<file path="src/rtl/imem_port_arbiter_if.sv">
// Bundle of the fetch, data and memory-port signals shared by the arbiter and its neighbours.
// slave = arbiter view, master = pipeline/memory view.
interface imem_port_arbiter_if #(
  parameter int ADDR_W = 6
);
  logic              if_req;
  logic [ADDR_W-1:0] if_addr;
  logic              if_stall;
  logic              if_valid;
  logic [31:0]       if_rdata;

  logic              d_req;
  logic              d_we;
  logic [3:0]        d_be;
  logic [ADDR_W-1:0] d_addr;
  logic [31:0]       d_wdata;
  logic              d_stall;
  logic              d_valid;
  logic [31:0]       d_rdata;

  logic              mem_en;
  logic              mem_we;
  logic [3:0]        mem_be;
  logic [ADDR_W-1:0] mem_addr;
  logic [31:0]       mem_wdata;
  logic [31:0]       mem_rdata;

  modport slave (
    input  if_req, if_addr, d_req, d_we, d_be, d_addr, d_wdata, mem_rdata,
    output if_stall, if_valid, if_rdata, d_stall, d_valid, d_rdata,
           mem_en, mem_we, mem_be, mem_addr, mem_wdata
  );

  modport master (
    output if_req, if_addr, d_req, d_we, d_be, d_addr, d_wdata, mem_rdata,
    input  if_stall, if_valid, if_rdata, d_stall, d_valid, d_rdata,
           mem_en, mem_we, mem_be, mem_addr, mem_wdata
  );
endinterface

</file>
<file path="src/rtl/imem_port_arbiter.sv">
// Single-port memory arbiter between IF and MEM stages with 1-cycle response routing.
// Optional fetch starvation guard enabled by defining FETCH_STARVE_GUARD_EN.
module imem_port_arbiter #(
  parameter int ADDR_W     = 6,
  parameter int STARVE_MAX = 3
) (
  input logic                clk,
  input logic                rst_n,
  imem_port_arbiter_if.slave bus
);

  localparam logic [1:0] RSP_NONE = 2'd0;
  localparam logic [1:0] RSP_IF   = 2'd1;
  localparam logic [1:0] RSP_DRD  = 2'd2;
  localparam logic [1:0] RSP_DWR  = 2'd3;

  logic [1:0] rsp_st_q, rsp_st_d;
  logic       force_if;
  logic       grant_if;
  logic       grant_d;

`ifdef FETCH_STARVE_GUARD_EN
  logic [3:0] starve_cnt_q, starve_cnt_d;

  assign force_if = bus.if_req && (starve_cnt_q == 4'(STARVE_MAX));

  // Counts consecutive denied fetch cycles; saturates rather than wrapping.
  always_comb begin
    starve_cnt_d = starve_cnt_q;
    if (!bus.if_req || grant_if)
      starve_cnt_d = 4'd0;
    else if (starve_cnt_q != 4'hF)
      starve_cnt_d = starve_cnt_q + 4'd1;
  end

  always_ff @(posedge clk) begin
    if (!rst_n)
      starve_cnt_q <= 4'd0;
    else
      starve_cnt_q <= starve_cnt_d;
  end
`else
  assign force_if = 1'b0;
`endif

  // Data normally wins since MEM holds the older instruction.
  assign grant_if = bus.if_req && (!bus.d_req || force_if);
  assign grant_d  = bus.d_req && !grant_if;

  assign bus.if_stall = bus.if_req && !grant_if;
  assign bus.d_stall  = bus.d_req && !grant_d;

  always_comb begin
    bus.mem_en    = 1'b0;
    bus.mem_we    = 1'b0;
    bus.mem_be    = 4'h0;
    bus.mem_addr  = '0;
    bus.mem_wdata = 32'h0;
    rsp_st_d      = RSP_NONE;
    if (grant_if) begin
      bus.mem_en   = 1'b1;
      bus.mem_be   = 4'hF;
      bus.mem_addr = bus.if_addr;
      rsp_st_d     = RSP_IF;
    end else if (grant_d) begin
      bus.mem_en   = 1'b1;
      bus.mem_addr = bus.d_addr;
      if (bus.d_we) begin
        bus.mem_we    = 1'b1;
        bus.mem_be    = bus.d_be;
        bus.mem_wdata = bus.d_wdata;
        rsp_st_d      = RSP_DWR;
      end else begin
        bus.mem_be = 4'hF;
        rsp_st_d   = RSP_DRD;
      end
    end
  end

  always_ff @(posedge clk) begin
    if (!rst_n)
      rsp_st_q <= RSP_NONE;
    else
      rsp_st_q <= rsp_st_d;
  end

  assign bus.if_valid = (rsp_st_q == RSP_IF);
  assign bus.if_rdata = (rsp_st_q == RSP_IF) ? bus.mem_rdata : 32'h0;
  assign bus.d_valid  = (rsp_st_q == RSP_DRD) || (rsp_st_q == RSP_DWR);
  assign bus.d_rdata  = (rsp_st_q == RSP_DRD) ? bus.mem_rdata : 32'h0;

endmodule
</file>
<file path="src/flat_wrapper.sv">
// flat-port wrapper written by rule: the top's interface ports become plain ports
module imem_port_arbiter_flat 
#(
  parameter int ADDR_W     = 6,
  parameter int STARVE_MAX = 3
)
  (clk, rst_n, bus_if_req, bus_if_addr, bus_d_req, bus_d_we, bus_d_be, bus_d_addr, bus_d_wdata, bus_mem_rdata, bus_if_stall, bus_if_valid, bus_if_rdata, bus_d_stall, bus_d_valid, bus_d_rdata, bus_mem_en, bus_mem_we, bus_mem_be, bus_mem_addr, bus_mem_wdata);
  imem_port_arbiter_if #(.ADDR_W(ADDR_W)) bus_i ();
  input logic clk;
  input logic rst_n;
  input wire logic [$bits(bus_i.if_req)-1:0] bus_if_req;
  input wire logic [$bits(bus_i.if_addr)-1:0] bus_if_addr;
  input wire logic [$bits(bus_i.d_req)-1:0] bus_d_req;
  input wire logic [$bits(bus_i.d_we)-1:0] bus_d_we;
  input wire logic [$bits(bus_i.d_be)-1:0] bus_d_be;
  input wire logic [$bits(bus_i.d_addr)-1:0] bus_d_addr;
  input wire logic [$bits(bus_i.d_wdata)-1:0] bus_d_wdata;
  input wire logic [$bits(bus_i.mem_rdata)-1:0] bus_mem_rdata;
  output wire logic [$bits(bus_i.if_stall)-1:0] bus_if_stall;
  output wire logic [$bits(bus_i.if_valid)-1:0] bus_if_valid;
  output wire logic [$bits(bus_i.if_rdata)-1:0] bus_if_rdata;
  output wire logic [$bits(bus_i.d_stall)-1:0] bus_d_stall;
  output wire logic [$bits(bus_i.d_valid)-1:0] bus_d_valid;
  output wire logic [$bits(bus_i.d_rdata)-1:0] bus_d_rdata;
  output wire logic [$bits(bus_i.mem_en)-1:0] bus_mem_en;
  output wire logic [$bits(bus_i.mem_we)-1:0] bus_mem_we;
  output wire logic [$bits(bus_i.mem_be)-1:0] bus_mem_be;
  output wire logic [$bits(bus_i.mem_addr)-1:0] bus_mem_addr;
  output wire logic [$bits(bus_i.mem_wdata)-1:0] bus_mem_wdata;
  assign bus_i.if_req = bus_if_req;
  assign bus_i.if_addr = bus_if_addr;
  assign bus_i.d_req = bus_d_req;
  assign bus_i.d_we = bus_d_we;
  assign bus_i.d_be = bus_d_be;
  assign bus_i.d_addr = bus_d_addr;
  assign bus_i.d_wdata = bus_d_wdata;
  assign bus_i.mem_rdata = bus_mem_rdata;
  assign bus_if_stall = bus_i.if_stall;
  assign bus_if_valid = bus_i.if_valid;
  assign bus_if_rdata = bus_i.if_rdata;
  assign bus_d_stall = bus_i.d_stall;
  assign bus_d_valid = bus_i.d_valid;
  assign bus_d_rdata = bus_i.d_rdata;
  assign bus_mem_en = bus_i.mem_en;
  assign bus_mem_we = bus_i.mem_we;
  assign bus_mem_be = bus_i.mem_be;
  assign bus_mem_addr = bus_i.mem_addr;
  assign bus_mem_wdata = bus_i.mem_wdata;
  imem_port_arbiter #(.ADDR_W(ADDR_W), .STARVE_MAX(STARVE_MAX)) u_core (.clk(clk), .rst_n(rst_n), .bus(bus_i));
endmodule
</file>
<file path="config.mk">
export PLATFORM = sky130hd
export DESIGN_NAME = imem_port_arbiter_flat
export DESIGN_NICKNAME = d
export VERILOG_FILES = /design/src/rtl/imem_port_arbiter_if.sv /design/src/rtl/imem_port_arbiter.sv /design/src/flat_wrapper.sv
export SDC_FILE = /design/constraint.sdc
export NUM_CORES = 1
export LEC_CHECK = 0
export BUFFER_PORTS_ARGS = -buffer_cell sky130_fd_sc_hd__clkbuf_2
export CAP_MARGIN = 20
export CORE_AREA = 3 3 75 77
export DETAILED_ROUTE_END_ITERATION = 10
export DIE_AREA = 0 0 78 80
export PLACE_DENSITY_LB_ADDON = 0.3
export SETUP_SLACK_MARGIN = 0.02
export SYNTH_ARGS = -nofsm -noshare
export SYNTH_HDL_FRONTEND = slang
export SYNTH_SLANG_ARGS = --single-unit
</file>
<file path="constraint.sdc">
create_clock -name clk -period 1 [get_ports clk]
set_clock_uncertainty 0.05 [all_clocks]
set_input_delay 0.15 -clock clk [delete_from_list [all_inputs] [get_ports clk]]
set_output_delay 0.15 -clock clk [all_outputs]
set_load 0.02 [all_outputs]
</file>
## Yosys cells after proc, flatten, opt, wreduce, memory -nomap -nowiden

Cells that the tools add are included.
Widths: inputs -> output; s select.

- Bits in registers: 2
- Bits in latches: 0
- RAM bits: 0
- ROM bits: 0
- Input port bits: 85
- Output and inout bits: 112
- Logic and storage cells: 34
- Memories kept: 0

- $add $sub $neg: 0
- $mul: 0
- Divide/modulo/power cells: 0
- $lt $le $gt $ge: 0
- Equality and inequality tests: 3
- Shift operators: 0
- Multiplexer cells: 18
- Bitwise gates (word level): 2
- Reductions and logical operators: 9

Operators with widths:

| operator | count |
|---|---|
| $mux 32 | 5 |
| $mux 4 | 3 |
| $mux 6 | 2 |
| $mux 1 | 8 |
| $eq 2x2->1 const B | 2 |
| $logic_and 1x1->1 | 4 |
| $logic_not 1->1 | 3 |
| $reduce_or 3->1 | 1 |
| $eq 2x1->1 const B | 1 |
| $not 1->1 | 2 |
| $logic_or 1x1->1 | 1 |

## Longest topological paths before layout

- Word-level depth: 6
- Gate-level depth with buffers: 4
- Mapped depth without buffers: 2

## Worst setup path after synthesis

OpenSTA, ideal clock, no wires.

- Kind: in2out
- From: input bus_d_req
- To: output bus_mem_addr[3]
- Data arrival time: 0.944 ns
- Data required time: 0.800 ns
- Slack: -0.144 ns
- Stages: 3
- Buffers on the path: 2
- Cell sequence: buf_4 buf_2 o21ai_0

- Word-level cells in the longest chain between the ends: 6

Ends and longest elaborated chain:

| what | line | RTL |
|---|---|---|
| start, declared | flat_wrapper.sv:13 | `input wire logic [$bits(bus_i.d_req)-1:0] bus_d_req;` |
| $logic_not 1->1 | imem_port_arbiter.sv:47 | `assign grant_if = bus.if_req && (!bus.d_req \|\| force_if);` |
| $logic_and 1x1->1 | imem_port_arbiter.sv:47 |  |
| $logic_not 1->1 | imem_port_arbiter.sv:48 | `assign grant_d = bus.d_req && !grant_if;` |
| $logic_and 1x1->1 | imem_port_arbiter.sv:48 |  |
| $mux 6 | imem_port_arbiter.sv:65 | `end else if (grant_d) begin` |
| $mux 6 * | imem_port_arbiter.sv:60 | `if (grant_if) begin` |
| end, declared | flat_wrapper.sv:28 | `output wire logic [$bits(bus_i.mem_addr)-1:0] bus_mem_addr;` |

Mark *: on every way between the ends. The rest lies on a longest branch, timed or not.

## Worst setup path in the final report

- From: register u_core.rsp_st_q[1]
- To: output bus_if_rdata[8]

- Word-level cells in the longest chain between the ends: 2

Ends and longest elaborated chain:

| what | line | RTL |
|---|---|---|
| start, declared | imem_port_arbiter.sv:17 | `logic [1:0] rsp_st_q, rsp_st_d;` |
| start signal, assigned | imem_port_arbiter.sv:84 | `rsp_st_q <= rsp_st_d;` |
| $eq 2x1->1 | imem_port_arbiter.sv:88 | `assign bus.if_rdata = (rsp_st_q == RSP_IF) ? bus.mem_rdata : 32'h0;` |
| $mux 32 | imem_port_arbiter.sv:88 |  |
| end, declared | flat_wrapper.sv:21 | `output wire logic [$bits(bus_i.if_rdata)-1:0] bus_if_rdata;` |

No other way between the ends.

==> run metrics <==
Syn Nets 232; Startpoint Class register; Crit path arrival time 1.25 ns; CTS tree built; CTS Sinks 2; Worst path max stage delay around 0.35 ns; cell internal pwr 1050 uW; GRT overflow 0; Leak between 0.0015 and 0.002 uW; Worst Setup End Kind output pin; hold path endpoint u_core.rsp_st_q[1]$_SDFF_PP0_; die area 6240 sq um; # diodes 0; post-synth top area share between 40 and 50%; Seq pwr share 5.4%; Synth cell types 18; largest net degree at the start of global routing 35; WP data required 0.80 ns; # IOs 197; # port buffers 195; initial antenna violation count 0; Max VDD drop 0.314 mV; Tmin final 1.45 ns; status complete, but fails checks; Gate power share between 70% and 80%; Post-Syn Instances ~150; RSZ-0062 raised after global routing yes; via count between 1500 and 2000; Die Width 78 microns; Root Driver clkbuf_8; DP Wirelength just under 4 mm; max cap viols 0; Detail Route Antenna Nets 0; Total GRT Usage 17.8%; failing checks negative setup slack; wire length of the first global-routing pass approximately 9.0 mm; fin crit share 145%; Core Region 5070 sq um; Min-Delay Startpoint rst_n; Clock power frac approximately 18%; synthesized area per cell between 6 and 7 sq um; DRT Wirelength 6.58 mm; Reg clk slew, reported paths 0.03 ns; cell taking the most area after synthesis and2_1; initial DRC count 32; CTS max path bufs 2; HP Class in -> reg; Worst Hold Depth 2; proportion of layout cells with a drive suffix above 1 between 80% and 90%; synth-to-layout area growth 235%; final setup fails 69; Max Clock Freq 0.689 GHz; Finished Layout Cells 418; NetSw 671 uW; Ys Warns 0; Initial Util 18.1%; Nets 435; DRC errors left 0; Die Y 80 microns; H-tree lvl count 1; vias per inst approximately 4.4; post-synthesis sequential area ratio 4.36%; type of the worst setup path reg -> out; WL/cell 15.7 microns; # rows 26; post-layout util 60.7%; Final Max Tran Viols 0; crit-path max FO 6; final hold violations 0; Crit-path slowest cell dfxtp_4; Synth area leaders and2_1 (45%), and3_1 (22%), nand2_1 (4.9%); CP Cell Sequence buf_4 -> and2b_4 -> and2_4 -> buf_8; synthesized flop and latch total 2; Largest register FFs 2; Largest regs u_core.rsp_st_q x2; largest reg by FF count u_core.rsp_st_q; pwr/cell area 559 nW/um^2; DRT Pass-1 Iters 4; Setup TNS -25.03 ns; vias in the first global route 1848; Sw Share 39.0%; Final WS setup -0.451 ns; Num CTS Buffers 3; RD Place Congestion ~0.75; synthesized area 918 sq um; Placed Instances slightly above 400
Yosys cell counts (all sizes together):
master / instances
o21a: 4
conb: 1
inv: 2
nor2b: 1
buf: 9
and2: 66
nand2: 12
clkbuf: 8
a21boi: 1
and3: 32
o21ai: 6
and2b: 1
or2: 1
nand2b: 1
dfxtp: 2
cell type report:
type	count	area, sq um
Sequential cell	2	47.5
Tap cell	70	87.6
Timing Repair Buffer	211	1940
Clock buffer	3	41.3
Multi-Input combinational cell	130	957
Fill cell	407	1990
Inverter	2	7.51
kinds of logic after synthesis:
family,after synthesis,synth area share (%)
buf+inv,19,12.8
flops,2,4.36
compound gates,11,7.36
other cells,1,0.408
simple gates,114,75.1
power by group through the flow:
stage | combinational [uW] | clock, uW | sequential (uW)
after floorplan | 516 | 0 | 88.5
after global placement | 894 | 0 | 88.7
after detailed placement | 902 | 0 | 89.0
after CTS | 1170 | 323 | 93.2
after global routing | 1380 | 337 | 94.6
final | 1310 | 315 | 93.7
worst max-delay path by stage:
stage,cells after the start,start,to,slack [ns]
4_1_cts,4,u_core.rsp_st_q[1]$_SDFF_PP0_,bus_d_rdata[10],-0.40
3_3_place_gp,3,u_core.rsp_st_q[1]$_SDFF_PP0_,bus_if_rdata[26],-0.26
6_report,4,u_core.rsp_st_q[1]$_SDFF_PP0_,bus_if_rdata[8],-0.45
5_1_grt,4,u_core.rsp_st_q[1]$_SDFF_PP0_,bus_d_rdata[12],-0.49
2_1_floorplan,3,u_core.rsp_st_q[1]$_SDFF_PP0_,bus_if_rdata[22],-0.1
3_5_place_dp,3,u_core.rsp_st_q[1]$_SDFF_PP0_,bus_if_rdata[2],-0.30
timing repair:
action | in CTS | in global routing
gates resized for setup | 182 | 84
hold buffers | 0 | 0
cloned | 5 | 2
endpoints found under the setup margin | 110 | 99
buffers inserted | 0 | 2
pin swaps | 26 | 32
stage by stage:
| stage | setup WS, ns | area [sq um] | power, uW | hold WS [ns] |
|---|---|---|---|---|
| CTS | -0.400 | 2870 | 1580 | 0.114 |
| finish | -0.451 | 3080 | 1720 | 0.115 |
| global route | -0.493 | 3080 | 1810 | 0.119 |
| detailed placement | -0.299 | 2060 | 991 | 0.329 |
| floorplan | -0.0989 | 1000 | 604 | 0.227 |
| global placement | -0.258 | 2060 | 983 | 0.334 |
worst max-delay path, delay by kind of cell (launching register included):
family	cells	cell delay, ns
and+or+nand+nor	2	0.45
buffers and inverters	2	0.25
DFF	1	0.35
cell usage in the layout, fill, tap and decap left out, drive strengths merged:
cell,instances
a21boi,1
and2,66
and2b,5
and3,32
buf,64
clkbuf,150
conb,1
dfxtp,2
inv,2
nand2,12
nand2b,1
nor2b,1
o21a,4
o21ai,6
or2,1
layer usage:
metal,GRT usage [%],part of all wire [%],vias up
li1,-,-,878
met1,17.8,33,818
met2,36.7,55,135
met3,3.84,10,8
met4,4.55,1.3,0
met5,0,0,-
(Power assumes the default switching activity.)
